**src/rtl/field_packer_if.sv**
```systemverilog
// field_packer_if: field-in / packed-word-out handshake bundle.
// master drives fields and consumes words; slave is the packer.
interface field_packer_if #(
    parameter int FW = 2,
    parameter int NF = 5
);
    localparam int CW = $clog2(NF + 1);

    logic              in_valid;
    logic              in_ready;
    logic [FW-1:0]     in_field;
    logic              in_last;
    logic              out_valid;
    logic              out_ready;
    logic [NF*FW-1:0]  out_word;
    logic [CW-1:0]     out_fields;
    logic              out_short;
    logic [7:0]        out_seq;

    modport master (
        output in_valid, in_field, in_last, out_ready,
        input  in_ready, out_valid, out_word, out_fields,
        input  out_short, out_seq
    );

    modport slave (
        input  in_valid, in_field, in_last, out_ready,
        output in_ready, out_valid, out_word, out_fields,
        output out_short, out_seq
    );
endinterface

```
**src/rtl/field_packer.sv**
```systemverilog
// field_packer: packs NF serial FW-bit fields into one word, first
// field in the MSBs; in_last closes a short, zero-padded word.
module field_packer #(
    parameter int FW = 2,
    parameter int NF = 5
) (
    input logic        clk,
    input logic        rst_n,
    field_packer_if.slave bus
);
    localparam int CW = $clog2(NF + 1);
    localparam int WW = NF * FW;

    logic [CW-1:0] cnt;
    logic [WW-1:0] asm_q;
    logic [WW-1:0] merged;
    logic [7:0]    seq;

    logic          vld_q;
    logic [WW-1:0] word_q;
    logic [CW-1:0] flds_q;
    logic          short_q;
    logic [7:0]    oseq_q;

    logic          rdy;
    logic          accept;
    logic          at_end;
    logic          close;

    // Ready is a combinational path from out_ready so a draining
    // word and a closing field can share one cycle.
    assign rdy    = rst_n && (!vld_q || bus.out_ready);
    assign accept = bus.in_valid && rdy;
    assign at_end = (cnt == CW'(NF - 1));
    assign close  = accept && (at_end || bus.in_last);

    assign bus.in_ready   = rdy;
    assign bus.out_valid  = vld_q;
    assign bus.out_word   = word_q;
    assign bus.out_fields = flds_q;
    assign bus.out_short  = short_q;
    assign bus.out_seq    = oseq_q;

    // Drop the incoming field into slot cnt; unwritten slots stay 0.
    always_comb begin
        merged = asm_q;
        for (int k = 0; k < NF; k++) begin
            if (CW'(k) == cnt) begin
                merged[(NF-k)*FW-1 -: FW] = bus.in_field;
            end
        end
    end

    // Assembly, word close and output register update.
    always_ff @(posedge clk or negedge rst_n) begin
        if (!rst_n) begin
            cnt     <= '0;
            asm_q   <= '0;
            seq     <= '0;
            vld_q   <= 1'b0;
            word_q  <= '0;
            flds_q  <= '0;
            short_q <= 1'b0;
            oseq_q  <= '0;
        end else begin
            if (vld_q && bus.out_ready) begin
                vld_q <= 1'b0;
            end
            if (close) begin
                word_q  <= merged;
                flds_q  <= cnt + CW'(1);
                short_q <= !at_end;
                oseq_q  <= seq;
                seq     <= seq + 8'd1;
                vld_q   <= 1'b1;
                cnt     <= '0;
                asm_q   <= '0;
            end else if (accept) begin
                asm_q <= merged;
                cnt   <= cnt + CW'(1);
            end
        end
    end
endmodule

```
**src/flat_wrapper.sv**
```systemverilog
// flat-port wrapper written by rule: the top's interface ports become plain ports
module field_packer_flat 
#(
    parameter int FW = 2,
    parameter int NF = 5
)
  (clk, rst_n, bus_in_valid, bus_in_field, bus_in_last, bus_out_ready, bus_in_ready, bus_out_valid, bus_out_word, bus_out_fields, bus_out_short, bus_out_seq);
  field_packer_if #(.FW(FW), .NF(NF)) bus_i ();
  input logic clk;
  input logic rst_n;
  input wire logic [$bits(bus_i.in_valid)-1:0] bus_in_valid;
  input wire logic [$bits(bus_i.in_field)-1:0] bus_in_field;
  input wire logic [$bits(bus_i.in_last)-1:0] bus_in_last;
  input wire logic [$bits(bus_i.out_ready)-1:0] bus_out_ready;
  output wire logic [$bits(bus_i.in_ready)-1:0] bus_in_ready;
  output wire logic [$bits(bus_i.out_valid)-1:0] bus_out_valid;
  output wire logic [$bits(bus_i.out_word)-1:0] bus_out_word;
  output wire logic [$bits(bus_i.out_fields)-1:0] bus_out_fields;
  output wire logic [$bits(bus_i.out_short)-1:0] bus_out_short;
  output wire logic [$bits(bus_i.out_seq)-1:0] bus_out_seq;
  assign bus_i.in_valid = bus_in_valid;
  assign bus_i.in_field = bus_in_field;
  assign bus_i.in_last = bus_in_last;
  assign bus_i.out_ready = bus_out_ready;
  assign bus_in_ready = bus_i.in_ready;
  assign bus_out_valid = bus_i.out_valid;
  assign bus_out_word = bus_i.out_word;
  assign bus_out_fields = bus_i.out_fields;
  assign bus_out_short = bus_i.out_short;
  assign bus_out_seq = bus_i.out_seq;
  field_packer #(.FW(FW), .NF(NF)) u_core (.clk(clk), .rst_n(rst_n), .bus(bus_i));
endmodule
```
**config.mk**
```make
export PLATFORM = sky130hd
export DESIGN_NAME = field_packer_flat
export DESIGN_NICKNAME = d
export VERILOG_FILES = /design/src/rtl/field_packer_if.sv /design/src/rtl/field_packer.sv /design/src/flat_wrapper.sv
export SDC_FILE = /design/constraint.sdc
export NUM_CORES = 1
export LEC_CHECK = 0
export ABC_AREA = 1
export CORE_ASPECT_RATIO = 0.5
export CORE_MARGIN = 2
export CORE_UTILIZATION = 53
export DETAILED_ROUTE_END_ITERATION = 12
export PLACE_DENSITY_LB_ADDON = 0.1
export SETUP_SLACK_MARGIN = 0.05
export SYNTH_ARGS = -nofsm -noshare
export SYNTH_HDL_FRONTEND = slang
export SYNTH_SLANG_ARGS = --single-unit
```
**constraint.sdc**
```tcl
create_clock -name clk -period 1.79 [get_ports clk]
set_clock_uncertainty 0.05 [all_clocks]
set_input_delay 0.4475 -clock clk [delete_from_list [all_inputs] [get_ports clk]]
set_output_delay 0.4475 -clock clk [all_outputs]
set_load 0.01 [all_outputs]
```
==> Implementation_results.wiki, run 1 <==
{| class="wikitable"
! Metric !! Value
|-
| DP Area || 2436 sq um
|-
| Overflow after GRT || 0
|-
| Aggregate global-route resource usage || 0.2012
|-
| Post-route total power || 2.957 mW
|-
| Latest clock arrival within the worst-skew pair || 0.29 ns
|-
| Number of buffer and inverter instances along the worst setup path || 1
|-
| Number of sinks on the clock net || 44
|-
| Number of iterations in the first detailed-routing pass || 4
|-
| Critical path arrival || 1.20 ns
|-
| R2r worst-path depth || 7
|-
| Total core area || 3566 sq um
|-
| CTS H-tree depth || 2
|-
| Critical Path Stages || 1
|-
| Sort of element at the end of the critical path || primary output
|-
| Die outline area || 4393 sq um
|-
| Launch instance of the worst register-to-register path || u_core.cnt[0]
|-
| Synthesized-area fraction occupied by xor and xnor cells || 0.008584
|-
| Shortest period the worst path allows || 1.698 ns
|-
| Total wirelength of the detailed-routed design || 3856 microns
|-
| Vias in the first global route || 1,447
|-
| Min-Delay Path Class || in -> async
|-
| Half-perimeter wire length after detailed placement || 2714 microns
|-
| Final-layout worst hold slack || 0.3360 ns
|-
| Number of nets in the final layout || 298
|-
| Slew HR || 0.6305
|-
| P per Cell Area || 1158 nW/um^2
|-
| Largest family of logic cells by synthesized area || simple AND/OR/NAND/NOR gates
|-
| Flop and latch count out of synthesis || 44
|-
| Outcome || completed
|-
| Family with the most delay on the worst path || buffers and inverters
|-
| Mean cell area of the mapped netlist || 8.398 sq um
|-
| Yosys warnings || 0
|-
| Largest fanout on the critical path || 2
|-
| Gp weighted congestion || 0.7727
|-
| Bufs on Longest Clock Path || 2
|-
| Kind of critical path || reg -> out
|-
| Final Hold Vio Count || 0
|-
| Global-route wire length before repair || 6603 microns
|-
| Data required time of the critical path || 1.29 ns
|-
| Placement row count || 15
|-
| DR DRC count || 0
|-
| Adder-cell area share of the yosys netlist || 0.03679
|-
| Num CTS Buffers || 5
|-
| Post-synthesis instance area || 2041 sq um
|-
| Reg clk slew, reported paths || 0.08 ns
|-
| Fraction of layout cells with a size suffix above 1 || 0.09091
|-
| Overall via count from detail_route || 1,597
|-
| P_leak || 1.362 nW
|-
| Compound-cell area share of the yosys netlist || 0.04476
|-
| Antenna diode count || 0
|-
| Synthesized-area fraction occupied by and/or/nand/nor cells || 0.3010
|-
| Least-Margin Pin Slew || 0.5543 ns
|-
| Pin count of the biggest net entering global routing || 45
|-
| Slowest cell on the critical path || clkdlybuf4s50_1
|-
| End of the worst register-to-register path || u_core.cnt[2]
|-
| Peak Freq || 0.5891 GHz
|-
| Multiplexer fraction of the synthesized cell area || 0
|-
| Element type at the critical path start || flop
|-
| Share of the clock period used by the worst path after layout || 0.9484
|-
| Yosys cell types || 20
|-
| Hold buffer count at cts || 0
|-
| RSZ-0062 raised after global routing || no
|-
| Final setup violating endpoints || 0
|-
| Reg2reg setup slack || 0.22 ns
|-
| TritonCTS clock tree || done
|-
| Layout overhead on the synthesized area || 25.08%
|-
| Die Span X || 91.76 microns
|-
| Count of buffers inserted at the top-level ports || 30
|-
| Worst supply voltage drop on vdd || 0.0008558 V
|-
| Number of nets produced by synthesis || 256
|-
| Number of vias per cell after detailed routing || 4.739
|-
| Initial antenna violation count || 0
|-
| Total of max-cap violations || 0
|-
| Cell breakdown of the critical path || clkdlybuf4s50_1
|-
| Share of synthesized area occupied by flip-flops and latches || 0.5395
|-
| Number of nets with antenna violations after routing || 0
|-
| Initial core utilization || 0.5723
|-
| Initial DRC count || 32
|-
| Root buf cell || clkbuf_8
|-
| Stage delay of the slowest cell on the critical path || 0.55 ns
|-
| Number of instances in the synthesized netlist || 243
|-
| Final Cell Area || 2552 sq um
|-
| Number of top-level pins || 31
|-
| Final Slew Violations || 0
|-
| Avg WL per Cell || 11.44 microns
|-
| Height of the chip || 47.88 microns
|}
-- layer usage --
layer,routed length (microns),global-route usage,part of all wire
met1,1953,0.2555,0.51
met2,1732,0.3456,0.45
met3,140,0.05827,0.036
met4,30,0.07463,0.0078
met5,0,0,0
-- power by group --
| group | switching (mW) | total [mW] | internal [mW] |
|---|---|---|---|
| registers | 0.147 | 1.36 | 1.21 |
| clock network | 0.335 | 0.749 | 0.414 |
| logic | 0.429 | 0.847 | 0.418 |
| total | 0.911 | 2.96 | 2.05 |
-- what timing repair did --
item	CTS	global route
pin swaps	0	1
resized for setup	5	3
endpoints found under the setup margin	2	34
buffers inserted	0	1
gates cloned	0	0
endpoints found under the hold margin	0	0
-- kinds of logic (layout without fill, tap and decap cells) --
family	count (synthesis)	in the layout
xor+xnor	2	2
flops	44	44
compound gates	16	16
simple gates	148	148
fa+ha+maj	6	6
buf+inv	27	70
-- registers in the layout (all words and copies together), names as in the netlist --
register               cells
u_core.bus.out_word       10
u_core.bus.out_fields      3
u_core.cnt                 3
u_core.seq                 8
u_core.bus.out_seq         8
u_core.bus.out_valid       1
u_core.asm_q              10
u_core.bus.out_short       1
-- per-stage QoR --
stage | setup WS [ns] | setup TNS (ns) | util | cells
finish | 0.09239 | 0 | 0.7158 | 337
global route | 0.05113 | 0 | 0.7158 | 337
CTS | 0.06156 | 0 | 0.7116 | 336
detailed placement | -0.3503 | -2.671 | 0.6832 | 328
global placement | -0.3431 | -1.545 | 0.6832 | 328
floorplan | 0.3150 | 0 | - | 243
-- placed cells by master (no fill, tap or decap) --
master / synthesis / layout
o21ai_1: 2 / 2
a21oi_4: 1 / 1
nand3_1: 7 / 7
nor3_1: 2 / 2
xor2_1: 1 / 1
nor2_8: 1 / 1
nand2_1: 128 / 128
nand2_4: 1 / 1
clkbuf_8: 0 / 5
inv_2: 1 / 1
o21ai_0: 13 / 13
nor2_4: 1 / 1
dfrtp_1: 44 / 44
bufinv_16: 0 / 1
clkinv_2: 0 / 1
dlygate4sd2_1: 0 / 1
and2_1: 1 / 1
xnor2_1: 1 / 1
clkbuf_1: 0 / 1
buf_2: 0 / 2
buf_4: 0 / 8
clkdlybuf4s50_1: 0 / 24
ha_1: 6 / 6
inv_4: 1 / 1
nand3_4: 1 / 1
buf_12: 0 / 2
dlymetal6s2s_1: 0 / 3
nor2_1: 6 / 6
inv_1: 20 / 20
-- Yosys cell counts --
| master | n | area [sq um] |
|---|---|---|
| o21ai_0 | 13 | 65.06 |
| xnor2_1 | 1 | 8.760 |
| nand3_1 | 7 | 35.03 |
| a21oi_4 | 1 | 16.27 |
| ha_1 | 6 | 75.07 |
| and2_1 | 1 | 6.260 |
| nand2_1 | 128 | 480.5 |
| nor2_8 | 1 | 20.02 |
| nor3_1 | 2 | 10.01 |
| inv_4 | 1 | 6.260 |
| buf_6 | 5 | 56.30 |
| xor2_1 | 1 | 8.760 |
| nand3_4 | 1 | 17.52 |
| nor2_1 | 6 | 22.52 |
| o21ai_1 | 2 | 10.01 |
| inv_2 | 1 | 3.750 |
| inv_1 | 20 | 75.07 |
| nor2_4 | 1 | 11.26 |
| dfrtp_1 | 44 | 1101 |
| nand2_4 | 1 | 11.26 |
-- how the worst max path moves through the flow --
stage                                        start                       end  slack, ns
after floorplan                      u_core.cnt[0]  u_core.bus.out_fields[0]       0.31
after global placement               bus_out_ready              bus_in_ready      -0.34
after detailed placement             bus_out_ready              bus_in_ready      -0.35
after CTS                            bus_out_ready              bus_in_ready       0.06
after global routing        u_core.bus.out_word[7]           bus_out_word[7]       0.05
final                     u_core.bus.out_fields[0]         bus_out_fields[0]       0.09
-- layout make-up --
type | count | area (sq um)
clock buffers | 6 | 72.57
flip-flops and latches | 44 | 1101
inverters | 22 | 85.08
multi-input cells | 172 | 798.3
well taps | 51 | 63.81
repair buffers | 40 | 396.6
fillers | 278 | 1013
clock inverters | 2 | 35.03
Power figures use the tool's default switching activity.
==> inputs of run 2 (changes only) <==
PLACE_DENSITY_LB_ADDON = 0.3   (was 0.1)
clock period = 2.09 ns   (was 1.79 ns; I/O delays follow)
==> run 2 against run 1 <==
Global-route usage hardly changed. First-iteration DRC count grew to 3.5 times the previous value. Hold slack better by 0.013 ns.
==> Implementation_results.wiki, run 2 (synthesized netlist as in run 1, its figures left out) <==
{| class="wikitable"
! Metric !! Value
|-
| Reg clk slew, reported paths || 0.08 ns (about the same)
|-
| Placement Setup Slack || -0.2169 ns (+0.1334 ns)
|-
| Number of nets in the final layout || 294 (-1.3%)
|-
| P_leak || 1.292 nW (-5.1%)
|-
| Least-Margin Pin Slew || 0.5448 ns (-0.009443 ns)
|-
| Sort of element at the end of the critical path || primary output
|-
| Overflow after GRT || 0 (unchanged)
|-
| Utilization of the core after routing || 0.6996 (-0.01614)
|-
| Number of vias per cell after detailed routing || 4.795 (+1.2%)
|-
| Die outline area || 4393 sq um (unchanged)
|-
| Initial antenna violation count || 0 (unchanged)
|-
| Family with the most delay on the worst path || buffers and inverters
|-
| Bufs on Longest Clock Path || 2 (unchanged)
|-
| Count of buffers inserted at the top-level ports || 30 (unchanged)
|-
| Slew HR || 0.6368 (+0.006295)
|-
| Number of buffer and inverter instances along the worst setup path || 3 (+2)
|-
| Cell breakdown of the critical path || clkdlybuf4s50_1 -> inv_2 -> nand2_4 -> and2_1 -> clkbuf_2
|-
| DP Area || 2401 sq um (-1.4%)
|-
| Storage cell area || 1101 sq um (unchanged)
|-
| Worst supply voltage drop on vdd || 0.0005459 V (-36%)
|-
| R2r worst-path depth || 7 (unchanged)
|-
| GR met2 Demand/Resource || 0.3779 (+0.03235)
|-
| Post-route worst setup slack || 0.1979 ns (+0.1055 ns)
|-
| Area of the multi-input gates || 798.3 sq um (unchanged)
|-
| Total of max-cap violations || 0 (unchanged)
|-
| Latest clock arrival within the worst-skew pair || 0.29 ns (about the same)
|-
| Launch instance of the worst register-to-register path || u_core.cnt[0]
|-
| Critical path arrival || 1.32 ns (+0.12 ns)
|-
| Height of the chip || 47.88 microns (unchanged)
|-
| Switching share of power || 0.3064 (-0.001555)
|-
| Avg WL per Cell || 11.85 microns (+3.5%)
|-
| Initial DRC count || 112 (+250%)
|-
| Internal portion of total power || 1.737 mW (-15%)
|-
| End of the worst register-to-register path || u_core.bus.out_word[8]
|-
| DR DRC count || 0 (unchanged)
|-
| Element type at the critical path start || input port
|-
| Number of buffers inserted to repair setup after CTS || 0 (unchanged)
|-
| Stage delay of the slowest cell on the critical path || 0.47 ns (-0.08 ns)
|-
| Overall via count from detail_route || 1,587 (-0.63%)
|-
| Combinational fraction of design power || 0.291 (+0.005)
|-
| Final Cell Area || 2495 sq um (-2.3%)
|-
| Post-route total power || 2.505 mW (-15%)
|-
| Final Hold Vio Count || 0 (unchanged)
|-
| Aggregate global-route resource usage || 0.2015 (+0.0002199)
|-
| Shortest period the worst path allows || 1.892 ns
|-
| Largest fanout on the critical path || 2 (unchanged)
|-
| Reg2reg setup slack || 0.41 ns (+0.19 ns)
|-
| Slowest cell on the critical path || clkdlybuf4s50_1
|-
| Initial core utilization || 0.5723 (unchanged)
|-
| Antenna diode count || 0 (unchanged)
|-
| Total wirelength of the detailed-routed design || 3921 microns (+1.7%)
|-
| Min-Delay Path Class || in -> async
|-
| Data required time of the critical path || 1.52 ns (+0.23 ns)
|-
| Root buf cell || clkbuf_8
|-
| Num CTS Buffers || 5 (unchanged)
|-
| Busiest metal layer after global routing || met2
|-
| Final Slew Violations || 0 (unchanged)
|-
| CTS H-tree depth || 2 (unchanged)
|-
| Final setup violating endpoints || 0 (unchanged)
|-
| Final-layout worst hold slack || 0.3492 ns (+0.01318 ns)
|-
| Placement row count || 15 (unchanged)
|-
| TritonCTS clock tree || done
|-
| Switching Power || 0.7676 mW (-16%)
|-
| Outcome || completed
|-
| Share of the clock period used by the worst path after layout || 0.9053
|-
| Half-perimeter wire length after detailed placement || 2759 microns (+1.6%)
|-
| Number of nets with antenna violations after routing || 0 (unchanged)
|-
| Filler Cells Inserted || 283 (+1.8%)
|-
| Die Span X || 91.76 microns (unchanged)
|-
| GR met3 Demand/Resource || 0.05039 (-0.007874)
|-
| Kind of critical path || in -> out
|-
| Fraction of met1 tracks used by global routing || 0.2392 (-0.01625)
|-
| Sequential cell fraction of total power || 0.466 (+0.006)
|-
| Number of sinks on the clock net || 44 (unchanged)
|-
| Vias in the first global route || 1,509 (+4.3%)
|-
| Layout overhead on the synthesized area || 22.26%
|-
| Number of top-level pins || 31 (unchanged)
|-
| Peak Freq || 0.5285 GHz
|-
| Commonest non-fill, non-tap cells in the layout || nand2_1, dfrtp_1, clkdlybuf4s50_1
|-
| Gp weighted congestion || 0.7952 (+2.9%)
|-
| Fraction of layout cells with a size suffix above 1 || 0.07500 (-0.01591)
|-
| Total core area || 3566 sq um (unchanged)
|-
| P per Cell Area || 1004 nW/um^2 (-13%)
|-
| RSZ-0062 raised after global routing || no
|-
| Number of iterations in the first detailed-routing pass || 5 (+1)
|-
| Portion of total power attributed to the clock network || 0.243 (-0.010)
|-
| Pin count of the biggest net entering global routing || 45 (unchanged)
|-
| Global-route wire length before repair || 6693 microns (+1.4%)
|-
| Commonest non-fill, non-tap cell in the layout || nand2_1
|}
run 2: metrics by stage:
step | setup TNS, ns | cells
finish | 0 | 331
floorplan | 0 | 243
detailed placement | -0.2169 | 325
global placement | -0.1911 | 325
global route | 0 | 331
CTS | 0 | 331
run 2: worst max-delay path by stage:
| stage | slack (ns) | to | startpoint | cells after the start |
|---|---|---|---|---|
| floorplan | 0.61 | u_core.bus.out_fields[0] | u_core.cnt[0] | 8 |
| CTS | 0.06 | bus_in_ready | bus_out_ready | 5 |
| global placement | -0.19 | bus_in_ready | bus_out_ready | 5 |
| global route | 0.15 | bus_in_ready | bus_out_ready | 5 |
| finish | 0.20 | bus_in_ready | bus_out_ready | 5 |
| detailed placement | -0.22 | bus_in_ready | bus_out_ready | 5 |
run 2: metal layers:
layer,vias to the layer above,wire [microns],share of wire
li1,817,-,-
met1,734,1816,0.46
met2,27,1878,0.48
met3,9,158,0.040
met4,0,68,0.017
met5,-,0,0
run 2: worst reg2reg max path: stages, from the launching register on:
cell,delay (ns)
dfrtp_1,0.39
inv_1,0.12
ha_1,0.27
a21oi_4,0.29
nor2_8,0.09
inv_4,0.22
nand2_1,0.10
nand2_1,0.08
run 2: layout make-up:
class / count / area share
Multi-Input combinational cell: 172 / 0.3200
Tap cell: 51 / 0.02558
Clock buffer: 5 / 0.02758
Sequential cell: 44 / 0.4413
Timing Repair Buffer: 36 / 0.1394
Inverter: 22 / 0.03410
Clock inverter: 1 / 0.01204
run 2: timing repair:
action,CTS,global route
resized for setup,1,2
endpoints found under the setup margin,1,1
hold buffers,0,0
pin swaps,0,0
run 2: power groups by stage:
stage	sequential [mW]	clock [mW]	combinational, mW
floorplan	1.22	0	0.330
global placement	1.17	0	0.707
detailed placement	1.18	0	0.731
CTS	1.17	0.623	0.735
global route	1.20	0.660	0.819
finish	1.17	0.608	0.728
==> variant (config.mk and constraints of run 1) <==
`NF` is set to 5 in 3 places; all go to 10.
--- a/src/rtl/field_packer_if.sv
+++ b/src/rtl/field_packer_if.sv
@@ -2,7 +2,7 @@
 // master drives fields and consumes words; slave is the packer.
 interface field_packer_if #(
     parameter int FW = 2,
-    parameter int NF = 5
+    parameter int NF = 10
 );
     localparam int CW = $clog2(NF + 1);
 
--- a/src/rtl/field_packer.sv
+++ b/src/rtl/field_packer.sv
@@ -2,7 +2,7 @@
 // field in the MSBs; in_last closes a short, zero-padded word.
 module field_packer #(
     parameter int FW = 2,
-    parameter int NF = 5
+    parameter int NF = 10
 ) (
     input logic        clk,
     input logic        rst_n,
--- a/src/flat_wrapper.sv
+++ b/src/flat_wrapper.sv
@@ -2,7 +2,7 @@
 module field_packer_flat 
 #(
     parameter int FW = 2,
-    parameter int NF = 5
+    parameter int NF = 10
 )
   (clk, rst_n, bus_in_valid, bus_in_field, bus_in_last, bus_out_ready, bus_in_ready, bus_out_valid, bus_out_word, bus_out_fields, bus_out_short, bus_out_seq);
   field_packer_if #(.FW(FW), .NF(NF)) bus_i ();
Interface: changed (resized bus_out_fields and bus_out_word); port bits go from 31 to 42. No check against the original RTL was run, so the function may have changed too.
==> variant against run 1 <==
- sequential cell count up 22
- via count up 57%
- worst hold slack better by 0.083 ns
- area after synthesis grew 50%
- worst setup slack got worse by 0.0087 ns
- routed wire length rose by 71%
- power rose by 56%
- non-clock buffer count rose by 15
- synthesized cell count grew 54%
- design area grew 54%
- critical path depth stayed put
- critical path type unchanged
==> variant: results (changes against run 1) <==
Run status
  – Outcome: finished, final reports clean

Layout
  – Layout fillers: 446 (+60%)
  – Layout net count: 438 (+47%)
  – Share of layout cells above drive strength 1: 11.4% (+2.3 points)

Synthesis
  – Synth unique cells: 22 (+10%)
  – Area contributors post-synth: dfrtp_1 54%, nand2_1 25%, o21ai_0 5.4%
  – Ys async rst share: 100% (unchanged)
  – Avg Synthesized Cell Area: 8.20 um2 (-2.4%)
  – Mapped Nets: 386 (+51%)
  – Seq/Total Area, Yosys: 53.9% (-0.099 points)

Critical path
  – CP peak stage delay: 0.53 ns (-0.02 ns)
  – R2R setup slack: 0.15 ns (-0.07 ns)
  – Setup crit start: u_core.bus.out_word[10]
  – Worst flop-to-flop path startpoint: u_core.cnt[1]
  – RR Endpoint: u_core.seq[2]
  – Worst setup path endpoint: bus_out_word[10]

Global route
  – Largest net degree at the start of global routing: 67 (+49%)
  – Gr usage total: 22.6% (+2.5 points)

STA
  – WHS: 0.419 ns (+0.0831 ns)
  – Slew headroom: 44.7% (-18 points)

Placement
  – Dpl cells: 488 (+49%)
  – Pre-CTS setup slack: -0.320 ns (+0.0304 ns)
  – Post-detailed-placement half-perimeter wirelength: 4330 um (+59%)
  – Gpl congestion: 0.881 (+14%)
  – Port Buf Inserts: 41 (+37%)

Clock network
  – Worst skew pair latency: 0.33 ns (+0.04 ns)
  – Inserted Clock Buffers: 9 (+4)
  – H-tree Lvls: 3 (+1)
  – Clk root buf: clkbuf_16

Pwr
  – Sw frac: 27.7% (-3.1 points)
  – Peak VDD IR: 1.03 mV (+20%)

Drt
  – Total vias in the final route: 2514 (+57%)
  – DRT Pass-1 Iters: 5 (+1)
  – DR iter-0 viols: 176 (+450%)
  – Wirelength per Cell: 13.1 um (+15%)
  – Final WL: 6610 um (+71%)
## variant: layout make-up
class | instances | share of cell area [%]
clock inverter | 2 | 0.889
tap | 73 | 2.32
inverter | 16 | 1.59
timing repair buffer | 55 | 14.8
sequential | 66 | 41.9
clock buffer | 13 | 6.86
multi-input combinational | 278 | 31.6
## variant: repair_timing
item	CTS	global route
setup endpoints to repair	10	29
buffers inserted	0	0
gates resized for setup	13	23
## variant: worst min path at each step
stage	end	cells after the start	start
after CTS	u_core.bus.out_word[5]	2	u_core.bus.out_word[5]
after floorplan	u_core.asm_q[0]	0	rst_n
after detailed placement	u_core.bus.out_word[12]	2	u_core.bus.out_word[12]
final	u_core.bus.out_word[18]	3	rst_n
after global routing	u_core.asm_q[15]	2	u_core.asm_q[15]
after global placement	u_core.asm_q[9]	2	u_core.asm_q[9]
## variant: metal layers
| metal | global-route usage, % | up-vias | routed length [um] |
|---|---|---|---|
| li1 | - | 1264 | - |
| met1 | 28.7 | 1181 | 3090 |
| met2 | 36.6 | 59 | 3060 |
| met3 | 8.89 | 10 | 378 |
| met4 | 7.05 | 0 | 74 |
| met5 | 0 | - | 0 |
## variant: tightest hold or removal path: cells and delay by family
kind | cells | cell delay (ns)
buffers and inverters | 3 | 0.88
## variant: cell families after synthesis
kind of cell / count (synthesis) / synth area share, %
simple gates: 235 / 31.5
flops: 66 / 53.9
compound gates: 34 / 5.92
buf+inv: 30 / 5.59
fa+ha+maj: 5 / 2.04
xor+xnor: 4 / 1.14
## variant: metrics by stage
| stage | TNS [ns] | area, um2 | power [uW] |
|---|---|---|---|
| after floorplan | 0 | 3070 | 2430 |
| after detailed placement | -5.60 | 3600 | 2900 |
| after CTS | 0 | 3890 | 4670 |
| final | 0 | 3940 | 4600 |
| after global routing | 0 | 3940 | 4840 |
| after global placement | -4.14 | 3600 | 2860 |
## variant: power groups by stage
stage               sequential (uW)  clock, uW  combinational, uW
floorplan                      1960          0                471
global placement               1920          0                934
detailed placement             1940          0                958
CTS                            1920       1820                939
global route                   1950       1870               1010
finish                         1910       1780                907
